[src/rtl/instr_register_pkg.sv]
// Shared types for the instruction register and its scheduler front end.
package instr_register_pkg;

  typedef enum logic [3:0] {ZERO, PASSA, PASSB, ADD, SUB, MULT, DIV, MOD} opcode_t;
  typedef logic signed [31:0] operand_t;
  typedef logic [4:0]         address_t;

  typedef struct packed {
    opcode_t  opc;
    operand_t op_a;
    operand_t op_b;
  } instruction_t;

  localparam int IR_DEPTH = 32;

  // Occupancy counters must reach IR_DEPTH itself, hence one bit wider than address_t.
  typedef logic [5:0] count_t;

  typedef enum logic {RUN, DRAIN} sched_state_t;

endpackage

[src/rtl/rr_arb2.sv]
// Two-way round-robin arbiter; the requester granted last loses the next tie.
module rr_arb2 (
  input  logic clk,
  input  logic reset_n,
  input  logic i_req0,
  input  logic i_req1,
  input  logic i_en,
  output logic o_gnt0,
  output logic o_gnt1
);

  logic r_prio1;

  always_comb begin
    o_gnt0 = 1'b0;
    o_gnt1 = 1'b0;
    if (i_en) begin
      if (i_req0 && i_req1) begin
        o_gnt0 = ~r_prio1;
        o_gnt1 = r_prio1;
      end else begin
        o_gnt0 = i_req0;
        o_gnt1 = i_req1;
      end
    end
  end

  always_ff @(posedge clk or negedge reset_n) begin
    if (!reset_n)    r_prio1 <= 1'b0;
    else if (o_gnt0) r_prio1 <= 1'b1;
    else if (o_gnt1) r_prio1 <= 1'b0;
  end

endmodule

[src/rtl/instr_reg_sched.sv]
// Arbitrates two requesters into the 32-entry instruction register used as a circular FIFO.
//   state | meaning
//   RUN   | accept requests while not full, pops allowed
//   DRAIN | no acceptances, pops continue until alloc_cnt reaches 0
module instr_reg_sched
  import instr_register_pkg::*;
(
  input  logic         clk,
  input  logic         reset_n,
  input  logic         req0_valid,
  input  opcode_t      req0_opcode,
  input  operand_t     req0_operand_a,
  input  operand_t     req0_operand_b,
  output logic         req0_ready,
  input  logic         req1_valid,
  input  opcode_t      req1_opcode,
  input  operand_t     req1_operand_a,
  input  operand_t     req1_operand_b,
  output logic         req1_ready,
  output logic         out_valid,
  output instruction_t out_instr,
  input  logic         out_ready,
  input  logic         drain_req,
  output logic         drain_done,
  output logic         load_en,
  output opcode_t      opcode,
  output operand_t     operand_a,
  output operand_t     operand_b,
  output address_t     write_pointer,
  output address_t     read_pointer,
  input  instruction_t instruction_word
);

  sched_state_t r_state, w_state_nxt;
  logic         w_done_nxt;
  address_t     r_wr_ptr, r_rd_ptr;
  count_t       r_alloc_cnt, r_commit_cnt;
  logic         w_arb_en, w_accept, w_pop;

  // reset_n gates the enable so readies drop the moment reset asserts.
  assign w_arb_en = reset_n && (r_state == RUN) && (r_alloc_cnt < count_t'(IR_DEPTH));

  rr_arb2 u_arb (
    .clk     (clk),
    .reset_n (reset_n),
    .i_req0  (req0_valid),
    .i_req1  (req1_valid),
    .i_en    (w_arb_en),
    .o_gnt0  (req0_ready),
    .o_gnt1  (req1_ready)
  );

  assign w_accept     = req0_ready | req1_ready;
  assign out_valid    = (r_commit_cnt != '0);
  assign w_pop        = out_valid && out_ready;
  assign out_instr    = instruction_word;
  assign read_pointer = r_rd_ptr;

  always_ff @(posedge clk or negedge reset_n) begin
    if (!reset_n) begin
      load_en       <= 1'b0;
      write_pointer <= '0;
      opcode        <= ZERO;
      operand_a     <= '0;
      operand_b     <= '0;
      r_wr_ptr      <= '0;
    end else begin
      load_en <= w_accept;
      if (w_accept) begin
        write_pointer <= r_wr_ptr;
        r_wr_ptr      <= r_wr_ptr + 5'd1;
        if (req0_ready) begin
          opcode    <= req0_opcode;
          operand_a <= req0_operand_a;
          operand_b <= req0_operand_b;
        end else begin
          opcode    <= req1_opcode;
          operand_a <= req1_operand_a;
          operand_b <= req1_operand_b;
        end
      end
    end
  end

  // commit_cnt trails alloc_cnt by the one cycle the register needs to capture load_en.
  always_ff @(posedge clk or negedge reset_n) begin
    if (!reset_n) begin
      r_rd_ptr     <= '0;
      r_alloc_cnt  <= '0;
      r_commit_cnt <= '0;
    end else begin
      if (w_pop) r_rd_ptr <= r_rd_ptr + 5'd1;
      r_alloc_cnt  <= r_alloc_cnt + count_t'(w_accept) - count_t'(w_pop);
      r_commit_cnt <= r_commit_cnt + count_t'(load_en) - count_t'(w_pop);
    end
  end

  always_comb begin
    w_state_nxt = r_state;
    w_done_nxt  = 1'b0;
    case (r_state)
      RUN:   if (drain_req) w_state_nxt = DRAIN;
      DRAIN: if (r_alloc_cnt == '0) begin
        w_state_nxt = RUN;
        w_done_nxt  = 1'b1;
      end
      default: w_state_nxt = RUN;
    endcase
  end

  always_ff @(posedge clk or negedge reset_n) begin
    if (!reset_n) begin
      r_state    <= RUN;
      drain_done <= 1'b0;
    end else begin
      r_state    <= w_state_nxt;
      drain_done <= w_done_nxt;
    end
  end

endmodule

[config.mk]
export PLATFORM = sky130hd
export DESIGN_NAME = instr_reg_sched
export DESIGN_NICKNAME = d
export VERILOG_FILES = /design/src/rtl/instr_register_pkg.sv /design/src/rtl/rr_arb2.sv /design/src/rtl/instr_reg_sched.sv
export SDC_FILE = /design/constraint.sdc
export NUM_CORES = 1
export LEC_CHECK = 0
export BUFFER_PORTS_ARGS = -buffer_cell sky130_fd_sc_hd__buf_2
export CAP_MARGIN = 20
export CORE_AREA = 2 2 141 143
export CTS_CLUSTER_SIZE = 25
export DETAILED_ROUTE_END_ITERATION = 10
export DIE_AREA = 0 0 143 145
export PLACE_DENSITY_LB_ADDON = 0.05
export SYNTH_ARGS = -nofsm -noshare
export SYNTH_HDL_FRONTEND = slang
export SYNTH_HIERARCHICAL = 1
export SYNTH_SLANG_ARGS = --single-unit
[constraint.sdc]
create_clock -name clk -period 3.49 [get_ports clk]
set_input_delay 0.5235 -clock clk [delete_from_list [all_inputs] [get_ports clk]]
set_output_delay 0.5235 -clock clk [all_outputs]
set_load 0.1 [all_outputs]
# Word-level counts from Yosys, hierarchy flattened
# Index checks and enable logic that the tools add are counted.
[classes]
n_addsub = 6
n_lt_le_gt_ge = 1
n_mux = 14
bitwise = 3
reduce_logical = 7
[op_table]
columns = ["operator", "n"]
rows = [
  ["2-to-1 mux 32 bit", 2],
  ["adder 6 x 1 -> 6 bit", 2],
  ["subtractor 6 x 1 -> 6 bit", 2],
  ["adder 5 x 1 -> 5 bit, second input constant", 2],
  ["2-to-1 mux 1 bit", 10],
  ["logical NOT 6 bit", 1],
  ["less-than comparator 6 bit, second input constant", 1],
  ["nonzero test 6 bit", 1],
  ["logical AND 1 bit", 4],
  ["2-to-1 mux 4 bit", 1],
  ["inverter 1 bit", 2],
  ["case mux 1 bit (2 select lines)", 1],
  ["nonzero test 2 bit", 1],
  ["bitwise OR 1 bit", 1],
]
[totals]
ff_bits = 99
input_bits = 210
wordCells = 43

# Longest topological paths before layout
[depth]
ltp_word = 7
ltp_mapped = 14
depth_no_buf = 13

# Hierarchy
# The synthesis kept the hierarchy.
[by_module_without_submodules]
columns = ["module", "instances", "cells_per_inst", "area_per_inst_um2"]
rows = [
  ["instr_reg_sched", 1, 488, 5188.7],
  ["rr_arb2", 1, 8, 61.3],
]

# Worst setup path after synthesis
# OpenSTA, ideal clock, no wires.
[synth_timing]
kind = "input port to flip-flop"
start = "input port reset_n"
end = "register r_alloc_cnt[4]"
setup_time_ps = 131
t_arrival_ps = 4159
path_slack_ps = -800
path_stages = 12
n_path_buf = 1
path_cell_list = "nor3b_1 nand2_1 a21oi_1 buf_4 nor2_8 ha_1 inv_1 ha_1 fa_1 a21oi_1 o21ai_0 xor2_1"
[synth_between]
elab_chain_cells = 6
elab_cells_between_ends = 7
cone_classes = "add/sub: 2; mux: 2; bitwise: 1; reduce/logical: 2"
[synth_rtl]
columns = ["item", "line_no", "source"]
rows = [
  ["start, declared", "instr_reg_sched.sv:9", "input logic reset_n,"],
  ["logical AND 1 bit (2 in a row)", "instr_reg_sched.sv:41", "assign w_arb_en = reset_n && (r_state == RUN) && (r_alloc_cnt < count_t'(IR_DEPTH));"],
  ["2-to-1 mux 1 bit", "rr_arb2.sv:17", "if (i_en) begin"],
  ["named net req1_ready", "instr_reg_sched.sv:19", "output logic req1_ready,"],
  ["bitwise OR 1 bit", "instr_reg_sched.sv:53", "assign w_accept = req0_ready | req1_ready;"],
  ["adder 6 x 1 -> 6 bit", "instr_reg_sched.sv:93", "r_alloc_cnt <= r_alloc_cnt + count_t'(w_accept) - count_t'(w_pop);"],
  ["subtractor 6 x 1 -> 6 bit", "instr_reg_sched.sv:93", ""],
  ["end signal, assigned", "instr_reg_sched.sv:93", ""],
  ["end, declared", "instr_reg_sched.sv:37", "count_t r_alloc_cnt, r_commit_cnt;"],
]
# The timed path passes the listed nets, and every way through them passes these cells.
# A chain may end at the register's enable or synchronous reset.

# Worst setup path in the final report
[layout_timing]
start = "register r_state"
end = "output port req0_ready"
[layout_between]
elab_chain_cells = 4
[layout_rtl]
columns = ["item", "line_no", "source"]
rows = [
  ["start, declared", "instr_reg_sched.sv:34", "sched_state_t r_state, w_state_nxt;"],
  ["start signal, assigned", "instr_reg_sched.sv:116", "r_state <= w_state_nxt;"],
  ["inverter 1 bit", "-", ""],
  ["logical AND 1 bit (2 in a row)", "instr_reg_sched.sv:41", ""],
  ["named net w_arb_en", "instr_reg_sched.sv:38", "logic w_arb_en, w_accept, w_pop;"],
  ["2-to-1 mux 1 bit", "rr_arb2.sv:17", ""],
  ["end, declared", "instr_reg_sched.sv:14", "output logic req0_ready,"],
]
# The timed path passes the listed nets, and every way through them passes these cells.

==> results list <==
- Violation count after the first detailed-routing iteration: 124
- Average footprint of a synthesized cell: roughly 11 sq um
* Register area share after synthesis: 0.472
- The run finished with clean final reports.
- 361 I/O pins were placed.
- The share of synthesized area in the top cell type comes to 0.472.
* Layout filler cell count: 2,021
- Wire per inst: 16.0 um
* Worst r2r dst: operand_a[6]
* Die outline height: 145 um
- Global Route Usage Sum: 0.144
- Fmax: about 370 MHz
- Clock skew on the completed layout was measured at 0.00439 ns.
- Across all hold checks on the routed design, the worst slack comes to 0.212 ns.
- Setup violations remaining at the end of the flow were counted as 0.
* Ranking of synthesized cells by instance count: 99 x sky130_fd_sc_hd__dfrtp_1, 77 x sky130_fd_sc_hd__buf_4, 72 x sky130_fd_sc_hd__nand2_1
* Half-perimeter wire length after placement: about 11,000 um
- Number of enable flip-flop cells after synthesis: 0
* Footprint of the multi-input gates: 0.00203 sq mm
- Count of warnings emitted by yosys: 6
- After synthesis the cells add up to 0.00525 sq mm.
- Worst setup EP type: primary output
- Die X-Extent: approximately 140 um
* Crit path launch type: flop
* Leading post-synthesis cells by cell area: sky130_fd_sc_hd__dfrtp_1 47%, sky130_fd_sc_hd__mux2i_1 13%, sky130_fd_sc_hd__buf_4 11%
* Cell type of the slowest stage on the worst timing path: sky130_fd_sc_hd__buf_4
* Clock tree buffer depth: 2
- For this run, the share of the core covered by cells in the final layout is 0.336.
- Register-to-Register Path Depth: 6
- After technology mapping, the gate count stands at approximately 500.
- The number of different library cells used by synthesis comes to 30.
- sky130_fd_sc_hd__dfrtp_1 takes more of the synthesized area than any other cell.
- Post-cts repair resize count: 0
- Worst R2R Setup Slack: 0.82 ns
- Total power per unit cell area: 1160 mW/mm^2
- Post-synthesis sequential element count: 99
- Floorplan die area: 0.0207 sq mm
- Measured against its own limit, the worst slew margin works out to 0.403.
- RSZ-0062 raised after global routing: false
- Setup TNS: 0 ns
* Transition time at the pin with the least slew margin: 0.895 ns
- The signal on the critical path passes through nor3b_1 > nand2_1 > a21oi_4 > buf_4 > buf_12.
- In the final layout, the share of cells above drive strength 1 is 0.398.
- Count of port buffers added during placement: 224
- Max-capacitance violation count: 0
* Required time at the endpoint of the critical path: 2.97 ns
- CTS tree: done
- The net count of the finished layout is 875.
- Post-route cell area: ~0.0065 sq mm
* Hold Crit Class: input port to async pin
- Vias in the first global route: 4,089
* Setup slack of the critical path after layout: around 0.81 ns
* Area delta synth->final: 22.9%
- For this run, the detailed router's first-pass iteration total came to 4.
- The clock reaches the later pin of the worst-skew pair after 0.35 ns.
- Category of the most critical setup path: flop to primary output
* CTS Root Cell: sky130_fd_sc_hd__clkbuf_16
* Reg-to-Reg Start: r_state
- Number of H-tree levels: 3
* Antenna-violating nets left: 0
- Once the clock tree was built, the setup fixing pass inserted 0 buffers.
- After clock tree synthesis, the clock-pin slew on the worst setup and hold paths is 0.07 ns.
- sky130_fd_sc_hd__dfrtp_1 is the most common cell in the netlist.
* Worst IR drop on VDD: 458 uV
- Overall via count from detail_route: 3,881
- Overall power after layout: 7.49 mW
* Worst slack after detailed placement: around 0.59 ns
- Top_reg_cell synth: sky130_fd_sc_hd__dfrtp_1
* Residual DRC: 0
* Overflow left after global routing: 0
- Entering global routing, the biggest net connects 87 pins.
- Crit path arrival time: 2.15 ns
- The clock period could shrink to 2.68 ns.
- Site row count: 51
- The initial antenna violation count is 3.
- Max-slew violation total from the final report: 0
* Number of cells in the finished layout apart from fillers: 918
- Summed over all cells, the static leakage comes to 3.06 nW.
* Post-synth net total: 726
- The first global-routing pass estimated around 23,000 um of wire.
- Register cell area after layout: 0.00248 sq mm
* Placed inst area: 0.00612 sq mm
* Cell Count Post-Placement: 899
* WL final: 14,700 um
* Worst stage delay on the critical path: ~0.44 ns
* Floorplan core area: around 0.019 sq mm
- After synthesis, the share of flip-flops with an asynchronous set or reset is 1.00.
- Number of vias per cell: about 4.2
* Initial Util: 0.273
- The final number of hold-violating endpoints is 0.
- Biggest fanout along the worst timing path: 52
- Counting every sink on the clock net gives 99.
* Number of buffers created by CTS: 9
- Fraction of the cycle the final worst path needs: 0.767
* Post-CTS Hold Fix Bufs: 0
* Final Wtd Congestion: 0.733
==> registers in the layout, summed over array words and instances (netlist names) <==
| name | cells |
|---|---|
| r_wr_ptr | 5 |
| operand_a | 32 |
| drain_done | 1 |
| r_commit_cnt | 6 |
| read_pointer | 5 |
| write_pointer | 5 |
| load_en | 1 |
| operand_b | 32 |
| r_alloc_cnt | 6 |
| opcode | 4 |
| u_arb/r_prio1 | 1 |
| r_state | 1 |
==> where the power goes <==
group | switching [mW] | total [mW] | internal [mW]
Sequential | 0.268 | 1.90 | 1.64
Clock | 0.459 | 1.11 | 0.649
Combinational | 3.65 | 4.47 | 0.818
==> cell usage in the layout (no fill, tap or decap), types with 2 or more instances in the layout <==
cell type,synthesis,final
sky130_fd_sc_hd__nand4_1,5,5
sky130_fd_sc_hd__mux2_2,6,6
sky130_fd_sc_hd__nor2_1,5,5
sky130_fd_sc_hd__buf_12,0,2
sky130_fd_sc_hd__inv_1,22,22
sky130_fd_sc_hd__xor2_1,8,8
sky130_fd_sc_hd__a211oi_1,2,2
sky130_fd_sc_hd__xnor2_1,8,8
sky130_fd_sc_hd__nand2_1,72,72
sky130_fd_sc_hd__clkinvlp_4,0,2
sky130_fd_sc_hd__clkbuf_16,0,9
sky130_fd_sc_hd__o21ai_0,61,61
sky130_fd_sc_hd__mux2i_1,68,68
sky130_fd_sc_hd__dfrtp_1,99,99
sky130_fd_sc_hd__a21oi_4,0,2
sky130_fd_sc_hd__a21oi_1,8,6
sky130_fd_sc_hd__o21ai_1,9,9
sky130_fd_sc_hd__buf_4,77,7
sky130_fd_sc_hd__o31ai_1,2,2
sky130_fd_sc_hd__a21o_1,2,2
sky130_fd_sc_hd__diode_2,0,3
sky130_fd_sc_hd__fa_1,2,2
sky130_fd_sc_hd__ha_1,18,18
sky130_fd_sc_hd__buf_2,3,221
sky130_fd_sc_hd__bufinv_16,0,2
==> worst max path at each step <==
stage                         from              to  slack [ns]  cells after the start
finish                     r_state      req0_ready        0.81                      5
global route        r_alloc_cnt[5]    operand_a[9]        0.43                      6
CTS                        r_state      req0_ready        0.76                      5
detailed placement         reset_n   operand_a[30]        0.59                      7
global placement           reset_n   operand_a[28]        0.64                      7
floorplan                  reset_n  r_alloc_cnt[4]        0.10                     11
==> metal layers <==
layer  GRT usage  up-vias  share of wire
li1            -     1891              -
met1       0.160     1757           0.38
met2       0.242      160           0.50
met3      0.0307       73          0.070
met4      0.0980        0          0.055
met5           0        -              0
==> cell type report <==
class | count | share of cell area
timing repair buffer | 230 | 0.186
clock inverter | 6 | 0.0138
clock buffer | 10 | 0.0370
sequential | 99 | 0.384
antenna | 3 | 0.00116
multi-input combinational | 283 | 0.314
tap | 265 | 0.0514
inverter | 22 | 0.0128
==> cell families after synthesis <==
| group | after synthesis | synth area share |
|---|---|---|
| adders and majority gates | 20 | 0.0505 |
| buffers and inverters | 114 | 0.147 |
| muxes | 75 | 0.145 |
| AOI/OAI and AO/OA | 85 | 0.0846 |
| and+or+nand+nor | 87 | 0.0744 |
| DFF | 99 | 0.472 |
| xor gates and xnor gates | 16 | 0.0267 |
==> critical path: cells and delay by family, from the launching register on <==
kind	cells	cell delay (ns)
buf+inv	2	0.68
simple gates	2	0.49
flops	1	0.40
compound gates	1	0.22
(Power assumes the default switching activity.)
